`src/rtl/restoring_divider_32bit_pkg.sv`:
```
// Shared types and constants for the sequential restoring divider.
package restoring_divider_32bit_pkg;

  typedef enum logic [1:0] {
    StIdle = 2'd0,
    StCalc = 2'd1,
    StDone = 2'd2
  } state_e;

  localparam int unsigned Iter = 32;
  localparam int unsigned CntW = 5;
  localparam logic [31:0] Div0Quotient = 32'hFFFF_FFFF;

endpackage

```
`src/rtl/restoring_divider_32bit_if.sv`:
```
// Request/result bundle for the restoring divider.
interface restoring_divider_32bit_if;

  logic        start;
  logic [31:0] dividend;
  logic [31:0] divisor;
  logic        busy;
  logic        done;
  logic [31:0] quotient;
  logic [31:0] remainder;
  logic        div_by_zero;

  modport master (
    output start, dividend, divisor,
    input  busy, done, quotient, remainder, div_by_zero
  );

  modport slave (
    input  start, dividend, divisor,
    output busy, done, quotient, remainder, div_by_zero
  );

endinterface

```
`src/rtl/restoring_divider_32bit_sub.sv`:
```
// 32-bit ripple-borrow subtractor: D = X - Y - b_in. B0..B6 are the borrows out of nibbles 0..6.
module ripple_carry_subtractor_32bit (
  input  logic [31:0] X,
  input  logic [31:0] Y,
  input  logic        b_in,
  output logic [31:0] D,
  output logic        b_out,
  output logic        B0,
  output logic        B1,
  output logic        B2,
  output logic        B3,
  output logic        B4,
  output logic        B5,
  output logic        B6
);

  logic [32:0] borrow;

  // Bit-serial full-subtractor chain.
  always_comb begin
    borrow    = '0;
    D         = '0;
    borrow[0] = b_in;
    for (int i = 0; i < 32; i++) begin
      D[i]          = X[i] ^ Y[i] ^ borrow[i];
      borrow[i + 1] = (~X[i] & Y[i]) | (~(X[i] ^ Y[i]) & borrow[i]);
    end
  end

  assign b_out = borrow[32];
  assign B0    = borrow[4];
  assign B1    = borrow[8];
  assign B2    = borrow[12];
  assign B3    = borrow[16];
  assign B4    = borrow[20];
  assign B5    = borrow[24];
  assign B6    = borrow[28];

endmodule

```
`src/rtl/restoring_divider_32bit.sv`:
```
// Sequential unsigned 32/32 restoring divider, one quotient bit per clock.
module restoring_divider_32bit
  import restoring_divider_32bit_pkg::*;
(
  input logic                             clk,
  input logic                             rst,
  restoring_divider_32bit_if.slave        div_if
);

  state_e            state_q, state_d;
  logic [31:0]       q_q, q_d;
  logic [31:0]       r_q, r_d;
  logic [31:0]       dvsr_q, dvsr_d;
  logic [CntW-1:0]   cnt_q, cnt_d;
  logic              div0_q, div0_d;

  logic [31:0]       r_shift;
  logic [31:0]       diff;
  logic              borrow;
  logic [6:0]        unused_borrow;
  logic              accept;

  // Partial remainder shifted left with the next dividend bit brought in.
  assign r_shift = {r_q[30:0], q_q[31]};

  ripple_carry_subtractor_32bit u_sub (
    .X     (r_shift),
    .Y     (dvsr_q),
    .b_in  (1'b0),
    .D     (diff),
    .b_out (borrow),
    .B0    (unused_borrow[0]),
    .B1    (unused_borrow[1]),
    .B2    (unused_borrow[2]),
    .B3    (unused_borrow[3]),
    .B4    (unused_borrow[4]),
    .B5    (unused_borrow[5]),
    .B6    (unused_borrow[6])
  );

  // A start is only taken when not iterating; the DONE cycle counts as idle.
  assign accept = div_if.start && (state_q != StCalc);

  // Next-state logic for FSM, counter and shift registers.
  always_comb begin
    state_d = state_q;
    q_d     = q_q;
    r_d     = r_q;
    dvsr_d  = dvsr_q;
    cnt_d   = cnt_q;
    div0_d  = div0_q;
    unique case (state_q)
      StIdle, StDone: begin
        state_d = StIdle;
        if (accept) begin
          q_d    = div_if.dividend;
          r_d    = '0;
          dvsr_d = div_if.divisor;
          cnt_d  = '0;
          div0_d = 1'b0;
          if (div_if.divisor != '0) begin
            state_d = StCalc;
          end else begin
            state_d = StDone;
            q_d     = Div0Quotient;
            r_d     = div_if.dividend;
            div0_d  = 1'b1;
          end
        end
      end
      StCalc: begin
        // r_q[31] set means the 33-bit shifted value exceeds any divisor; low 32 bits of D exact.
        if (r_q[31] || !borrow) begin
          r_d = diff;
          q_d = {q_q[30:0], 1'b1};
        end else begin
          r_d = r_shift;
          q_d = {q_q[30:0], 1'b0};
        end
        cnt_d = cnt_q + 1'b1;
        if (cnt_q == CntW'(Iter - 1)) begin
          state_d = StDone;
        end
      end
      default: state_d = StIdle;
    endcase
  end

  // State registers with asynchronous reset.
  always_ff @(posedge clk or posedge rst) begin
    if (rst) begin
      state_q <= StIdle;
      q_q     <= '0;
      r_q     <= '0;
      dvsr_q  <= '0;
      cnt_q   <= '0;
      div0_q  <= 1'b0;
    end else begin
      state_q <= state_d;
      q_q     <= q_d;
      r_q     <= r_d;
      dvsr_q  <= dvsr_d;
      cnt_q   <= cnt_d;
      div0_q  <= div0_d;
    end
  end

  assign div_if.busy        = (state_q == StCalc);
  assign div_if.done        = (state_q == StDone);
  assign div_if.quotient    = q_q;
  assign div_if.remainder   = r_q;
  assign div_if.div_by_zero = div0_q;

endmodule

```
`src/flat_wrapper.sv`:
```
// flat-port wrapper written by rule: the top's interface ports become plain ports
module restoring_divider_32bit_flat import restoring_divider_32bit_pkg::*;
  (clk, rst, div_if_start, div_if_dividend, div_if_divisor, div_if_busy, div_if_done, div_if_quotient, div_if_remainder, div_if_div_by_zero);
  restoring_divider_32bit_if div_if_i ();
  input logic clk;
  input logic rst;
  input wire logic [$bits(div_if_i.start)-1:0] div_if_start;
  input wire logic [$bits(div_if_i.dividend)-1:0] div_if_dividend;
  input wire logic [$bits(div_if_i.divisor)-1:0] div_if_divisor;
  output wire logic [$bits(div_if_i.busy)-1:0] div_if_busy;
  output wire logic [$bits(div_if_i.done)-1:0] div_if_done;
  output wire logic [$bits(div_if_i.quotient)-1:0] div_if_quotient;
  output wire logic [$bits(div_if_i.remainder)-1:0] div_if_remainder;
  output wire logic [$bits(div_if_i.div_by_zero)-1:0] div_if_div_by_zero;
  assign div_if_i.start = div_if_start;
  assign div_if_i.dividend = div_if_dividend;
  assign div_if_i.divisor = div_if_divisor;
  assign div_if_busy = div_if_i.busy;
  assign div_if_done = div_if_i.done;
  assign div_if_quotient = div_if_i.quotient;
  assign div_if_remainder = div_if_i.remainder;
  assign div_if_div_by_zero = div_if_i.div_by_zero;
  restoring_divider_32bit u_core (.clk(clk), .rst(rst), .div_if(div_if_i));
endmodule
```
`config.mk`:
```
export PLATFORM = sky130hd
export DESIGN_NAME = restoring_divider_32bit_flat
export DESIGN_NICKNAME = d
export VERILOG_FILES = /design/src/rtl/restoring_divider_32bit_pkg.sv /design/src/rtl/restoring_divider_32bit_if.sv /design/src/rtl/restoring_divider_32bit_sub.sv /design/src/rtl/restoring_divider_32bit.sv /design/src/flat_wrapper.sv
export SDC_FILE = /design/constraint.sdc
export NUM_CORES = 1
export LEC_CHECK = 0
export ABC_CLOCK_PERIOD_IN_PS = 13400
export BUFFER_PORTS_ARGS = -buffer_cell sky130_fd_sc_hd__buf_2
export CAP_MARGIN = 25
export CORE_MARGIN = 5
export CORE_UTILIZATION = 25
export CTS_CLUSTER_DIAMETER = 100
export DETAILED_ROUTE_END_ITERATION = 8
export GPL_TIMING_DRIVEN = 1
export HOLD_SLACK_MARGIN = 0.12
export MAX_ROUTING_LAYER = met4
export PLACE_DENSITY = 0.47
export SLEW_MARGIN = 30
export SYNTH_ARGS = -nofsm -noshare
export SYNTH_HDL_FRONTEND = slang
export SYNTH_SLANG_ARGS = --single-unit
```
`constraint.sdc`:
```
create_clock -name clk -period 13.4 [get_ports clk]
set_input_delay 1.34 -clock clk [delete_from_list [all_inputs] [get_ports clk]]
set_output_delay 1.34 -clock clk [all_outputs]
set_load 0.1 [all_outputs]
```
## Yosys cells after proc, flatten, opt, wreduce, memory -nomap -nowiden

Cells that the tools add are included.

- Bits in registers: 104
- Output and inout port bits: 67
- Word-level logic and storage cells: 257
- Input port bits: 67

- Bitwise gates (word level): 220
- Equality and inequality tests: 6
- Reduce and logical (&&, ||, !) cells: 9
- Multiplexer cells: 15
- Add/sub/neg operators: 1

Operator list:

| cell | number |
|---|---|
| 32-bit two-way mux | 5 |
| 32-bit case mux with 2 select lines | 2 |
| 1-bit bitwise AND | 63 |
| 1-bit NOT | 63 |
| 1-bit bitwise XOR | 63 |
| 32-bit nonzero test | 1 |
| 1-bit bitwise OR | 31 |
| 5-bit case mux with 2 select lines | 1 |
| 2-bit two-way mux | 3 |
| 2-bit by 1-bit != test with 1-bit output, second input constant | 3 |
| 5-bit by 1-bit adder with 5-bit output, second input constant | 1 |
| 5-bit equality test, second input constant | 1 |
| 5-bit two-way mux | 1 |
| 2-bit case mux with 2 select lines | 1 |
| 2-bit AND reduction | 2 |
| 2-bit by 1-bit equality test with 1-bit output, second input constant | 1 |
| 2-bit equality test, second input constant | 1 |
| 2-bit logical NOT | 1 |
| 1-bit two-way mux | 2 |
| 2-bit nonzero test | 1 |
| 2-bit OR reduction | 1 |
| 1-bit logical AND | 1 |
| 1-bit logical NOT | 1 |
| 1-bit logical OR | 1 |

## Logic depth before layout (Yosys ltp)

- Depth after elaboration: 68
- Depth in mapped cells: 39
- Depth with buffers taken out: 37

## Hierarchy

Synthesis repeated with hierarchy kept, for this count alone.

- Cells, all modules: 609
- Area, all modules: 5689.2 um2

Modules (own cells, without submodules):

| module | area each (um2) | sequential area each (um2) | cells an instance | instances |
|---|---|---|---|---|
| restoring_divider_32bit | 4782.1 | 2602.5 | 506 | 1 |
| ripple_carry_subtractor_32bit | 907.1 | 0.0 | 103 | 1 |

## Worst setup path after synthesis

Ideal clock, no wire load.

- Path type: register -> register
- Start point: register u_core.q_q[31] (netlist: u_core.div_if.quotient[31])
- End point: register u_core.r_q[1] (netlist: u_core.div_if.remainder[1])
- Data required time: 13274 ps
- Path buffers: 2
- Path slack: -1851 ps
- Library setup time: 126 ps
- Cell stages (with the launch flop): 39
- Clock period less this slack: 15251 ps
- Arrival time: 15125 ps
- Cell sequence: dfrtp_1 > inv_1 > ha_1 > fa_1 > fa_1 > fa_1 > fa_1 > fa_1 > fa_1 > fa_1 > fa_1 > fa_1 > fa_1 > fa_1 > fa_1 > fa_1 > fa_1 > fa_1 > [... 3 more ...] > fa_1 > fa_1 > fa_1 > fa_1 > fa_1 > fa_1 > fa_1 > fa_1 > fa_1 > fa_1 > fa_1 > fa_1 > fa_1 > nand2b_1 > buf_2 > buf_1 > a211oi_1 > a221o_1

- Word-level cells in the longest chain between the ends: 68
- Elaborated cells between the ends (all ways): 69
- Classes of those cells: 2 x mux; 65 x bitwise; 2 x reduce/logical

RTL lines:

| element | RTL line | text |
|---|---|---|
| start, declared | restoring_divider_32bit.sv:11 | `logic [31:0] q_q, q_d;` |
| start signal, assigned | restoring_divider_32bit.sv:100 | `q_q <= q_d;` |
| 1-bit NOT (*) | restoring_divider_32bit_sub.sv:26 | `borrow[i + 1] = (~X[i] & Y[i]) \| (~(X[i] ^ Y[i]) & borrow[i]);` |
| 1-bit bitwise AND (*) | restoring_divider_32bit_sub.sv:26 |  |
| 1-bit bitwise AND | restoring_divider_32bit_sub.sv:26 |  |
| 1-bit bitwise OR | restoring_divider_32bit_sub.sv:26 |  |
| 1-bit bitwise AND | restoring_divider_32bit_sub.sv:26 |  |
| 1-bit bitwise OR | restoring_divider_32bit_sub.sv:26 |  |
| 1-bit bitwise AND | restoring_divider_32bit_sub.sv:26 |  |
| 1-bit bitwise OR | restoring_divider_32bit_sub.sv:26 |  |
| [... 52 more ...] | -- |  |
| 1-bit bitwise AND | restoring_divider_32bit_sub.sv:26 |  |
| 1-bit bitwise OR | restoring_divider_32bit_sub.sv:26 |  |
| 1-bit bitwise AND | restoring_divider_32bit_sub.sv:26 |  |
| 1-bit bitwise OR | restoring_divider_32bit_sub.sv:26 |  |
| 1-bit logical NOT | restoring_divider_32bit.sv:73 | `if (r_q[31] \|\| !borrow) begin` |
| 1-bit logical OR | restoring_divider_32bit.sv:73 |  |
| 32-bit two-way mux (*) | restoring_divider_32bit.sv:73 |  |
| 32-bit case mux with 2 select lines (*) | restoring_divider_32bit.sv:52 | `unique case (state_q)` |
| end signal, assigned | restoring_divider_32bit.sv:101 | `r_q <= r_d;` |
| end, declared | restoring_divider_32bit.sv:12 | `logic [31:0] r_q, r_d;` |

Mark *: on every way between the ends. The rest lies on a longest branch, timed or not.
A chain may end at the register's enable or synchronous reset.

## Final worst setup path

- Start point: register u_core.q_q[31] (netlist: u_core.div_if.quotient[31])
- End point: register u_core.r_q[30] (netlist: u_core.div_if.remainder[30])

- Word-level cells in the longest chain between the ends: 68
- Elaborated cells between the ends (all ways): 69
- Classes of those cells: 2 x mux; 65 x bitwise; 2 x reduce/logical

RTL lines:

| element | RTL line |
|---|---|
| 1-bit NOT (*) | restoring_divider_32bit_sub.sv:26 |
| 1-bit bitwise AND (*) (2 in a row) | restoring_divider_32bit_sub.sv:26 |
| 1-bit bitwise OR (*) | restoring_divider_32bit_sub.sv:26 |
| 1-bit bitwise AND (*) | restoring_divider_32bit_sub.sv:26 |
| 1-bit bitwise OR (*) | restoring_divider_32bit_sub.sv:26 |
| 1-bit bitwise AND (*) | restoring_divider_32bit_sub.sv:26 |
| 1-bit bitwise OR (*) | restoring_divider_32bit_sub.sv:26 |
| 1-bit bitwise AND (*) | restoring_divider_32bit_sub.sv:26 |
| [... 51 more ...] | -- |
| 1-bit bitwise AND | restoring_divider_32bit_sub.sv:26 |
| 1-bit bitwise OR | restoring_divider_32bit_sub.sv:26 |
| 1-bit bitwise AND | restoring_divider_32bit_sub.sv:26 |
| 1-bit bitwise OR | restoring_divider_32bit_sub.sv:26 |
| 1-bit logical NOT | restoring_divider_32bit.sv:73 |
| 1-bit logical OR | restoring_divider_32bit.sv:73 |
| 32-bit two-way mux (*) | restoring_divider_32bit.sv:73 |
| 32-bit case mux with 2 select lines (*) | restoring_divider_32bit.sv:52 |

Marked as above.

==> metrics.txt <==
status=finished, final reports clean; Max Cap Violations=0; Worst-Skew Late Latency=0.34 ns; fin nets=754; CTS Sinks=104; DR iter-0 viols=176; Reg2Reg Setup Slack=0.21 ns; RSZ-0062 raised after global routing=yes; Core Box Area=21700 sq um; total die area=24900 sq um; CP most frequent cell=fa_2; Synth cell types=31; CP max stage delay=0.39 ns; Final Wtd Congestion=0.757; clock-pin transition on the worst setup and hold timing paths=0.07 ns; fillers=2262; drt wl/cell=18.1 um; largest area contributor in the netlist=dfrtp_1; clock buffer depth=2; WP data arrival=13.42 ns; Port Buffers=133; Hold Startpoint=u_core.div_if.div_by_zero; most common cell after layout, fill and taps aside=buf_2; Post-synth EDFFs=0; Detailed Routing Iterations Pass 1=4; critical path class=flop to flop; Post-Syn Instances=534; vias=4390; global-route wire length before repair=26.4 mm; share of synthesized flip-flops with an asynchronous set or reset=100%; Syn Area/Cell=10.2 sq um; initial antenna violation count=1; CTS Root Buffer Type=clkbuf_16; Synth Flop Type=dfrtp_1; Top Ports=134; Area Growth Syn to Fin=26.2%; slowest cell on the critical path=fa_2; Req. time, crit path=13.62 ns; CTS tree=built; Worst Max-Slew Pin Slew=0.940 ns; synth top area cells=dfrtp_1, fa_1, nand2_1, a221o_1, a21oi_2; top-area cell type share of the netlist area=47.6%; Die X=158 um; Pins Over Slew Limit=0; Final period util=98.5%; worst hold path type=flop to flop; Highest Clock Rate=75.8 MHz; vias in the first global route=4704; Syn Std Cell Area=5470 sq um; post-route ant nets=0; Synth Warn #=0; reg2reg end=u_core.div_if.remainder[30]; Final Hold Viols=0; final worst path period need=13.19 ns; maximum number of pins on one net before global-route repair=69; H-tree depth=3; reg2reg path depth=37; Starting Density=25.2%; GRT overflow=0; vias per cell=4.68; Die Ht=158 um; site row count=54; ratio of cells with drive above 1 in the final layout=36.7%; setup violators final=0; most frequent cells in the layout=buf_2, dfrtp_1, nand2_1; Worst slew margin=37.2%; DRC=0; overall routing resource usage=14.0%; hpwl dp=11.5 mm; Worst Hold Slack=0.485 ns; Hold EP=u_core.div_if.div_by_zero; synthesized net count=635; endpoint type of the worst setup path=flop; worst hold path cell count=1; TritonCTS Buffers=9; Fin Clk Skew=0.00928 ns; Worst R2R Start=u_core.div_if.quotient[31]; maximum fanout along the worst path=15; Startpoint Class=flop; #FFs+latches synth=104; sequential area share after synthesis=47.6%; drt total wl=16.9 mm
==> cells in the mapped netlist (all sizes together), types with 8 or more instances <==
cell,n
a211oi,32
a21oi,32
a221o,32
buf,20
clkbuf,20
dfrtp,104
fa,31
inv,34
nand2,99
nor2,66
nor4,8
o22ai,32
==> kinds of logic (layout without fill, tap and decap cells) <==
| group | Yosys count | in the layout | share of synthesized area [%] |
|---|---|---|---|
| AOI/OAI and AO/OA | 137 | 137 | 20.0 |
| and+or+nand+nor | 185 | 185 | 13.9 |
| adders and majority gates | 34 | 34 | 12.0 |
| other | 0 | 1 | 0 |
| buffers and inverters | 74 | 197 | 6.49 |
| DFF | 104 | 104 | 47.6 |
==> sequential cells by signal (all words and copies together), names as in the netlist <==
signal                     count
u_core.div_if.quotient        32
u_core.div_if.remainder       32
u_core.dvsr_q                 32
u_core.cnt_q                   5
u_core.state_q                 2
u_core.div_if.div_by_zero      1
==> what timing repair did <==
item                                    4_1_cts  5_1_grt
pin swaps                                     1        1
endpoints found under the setup margin       32       33
cloned                                        1        2
endpoints found under the hold margin         0        0
resized for setup                             6        7
hold buffers                                  0        0
buffers inserted                              0        2
==> worst max-delay path by stage <==
stage                                           from                          end  slack (ns)  cells past startpoint
final                     u_core.div_if.quotient[31]  u_core.div_if.remainder[30]        0.21                     37
after global routing      u_core.div_if.quotient[31]  u_core.div_if.remainder[28]       -0.17                     38
after CTS                 u_core.div_if.quotient[31]   u_core.div_if.remainder[1]        0.06                     38
after detailed placement  u_core.div_if.quotient[31]  u_core.div_if.remainder[27]       -0.02                     38
after global placement    u_core.div_if.quotient[31]  u_core.div_if.remainder[27]        0.05                     38
after floorplan           u_core.div_if.quotient[31]   u_core.div_if.remainder[0]        0.03                     38
==> routing by layer <==
| layer | wire length, um | share of wire (%) | GRT usage, % | vias up |
|---|---|---|---|---|
| li1 | - | - | - | 2084 |
| met1 | 7590 | 45 | 18.0 | 2191 |
| met2 | 8260 | 49 | 22.8 | 102 |
| met3 | 888 | 5.2 | 2.73 | 13 |
| met4 | 204 | 1.2 | 3.98 | 0 |
| met5 | 0 | 0 | - | - |
==> metrics by stage <==
step | cells | TNS (ns) | worst slack [ns] | cell area (sq um) | utilization, %
6_report | 938 | 0 | 0.206 | 6900 | 31.8
5_1_grt | 938 | -4.90 | -0.175 | 6900 | 31.8
4_1_cts | 932 | 0 | 0.0603 | 6790 | 31.3
3_5_place_dp | 916 | -0.0300 | -0.0152 | 6450 | 29.7
3_3_place_gp | 916 | 0 | 0.0459 | 6450 | 29.7
2_1_floorplan | 534 | 0 | 0.0263 | 5570 | -
==> cell type report <==
class                           instances  area, sq um  area share, %
Sequential cell                       104         2610           37.7
Inverter                               34          130           1.88
Multi-Input combinational cell        356         2650           38.3
Clock inverter                          3         42.5          0.616
Timing Repair Buffer                  148          882           12.8
Clock buffer                           12          246           3.57
Antenna cell                            1         2.50         0.0362
Tap cell                              280          350           5.07
==> worst max-delay path: cells and delay by family, from the launching register on <==
kind                     cells  cell delay, ns
adder cells (fa/ha/maj)     32           11.89
flip-flops                   1            0.37
AO/OA/AOI/OAI                2            0.37
buffers and inverters        2            0.25
AND/OR/NAND/NOR              1            0.19
Power is not shown: default switching activity piles up to over one toggle a cycle in this logic, so the estimate is an artifact.
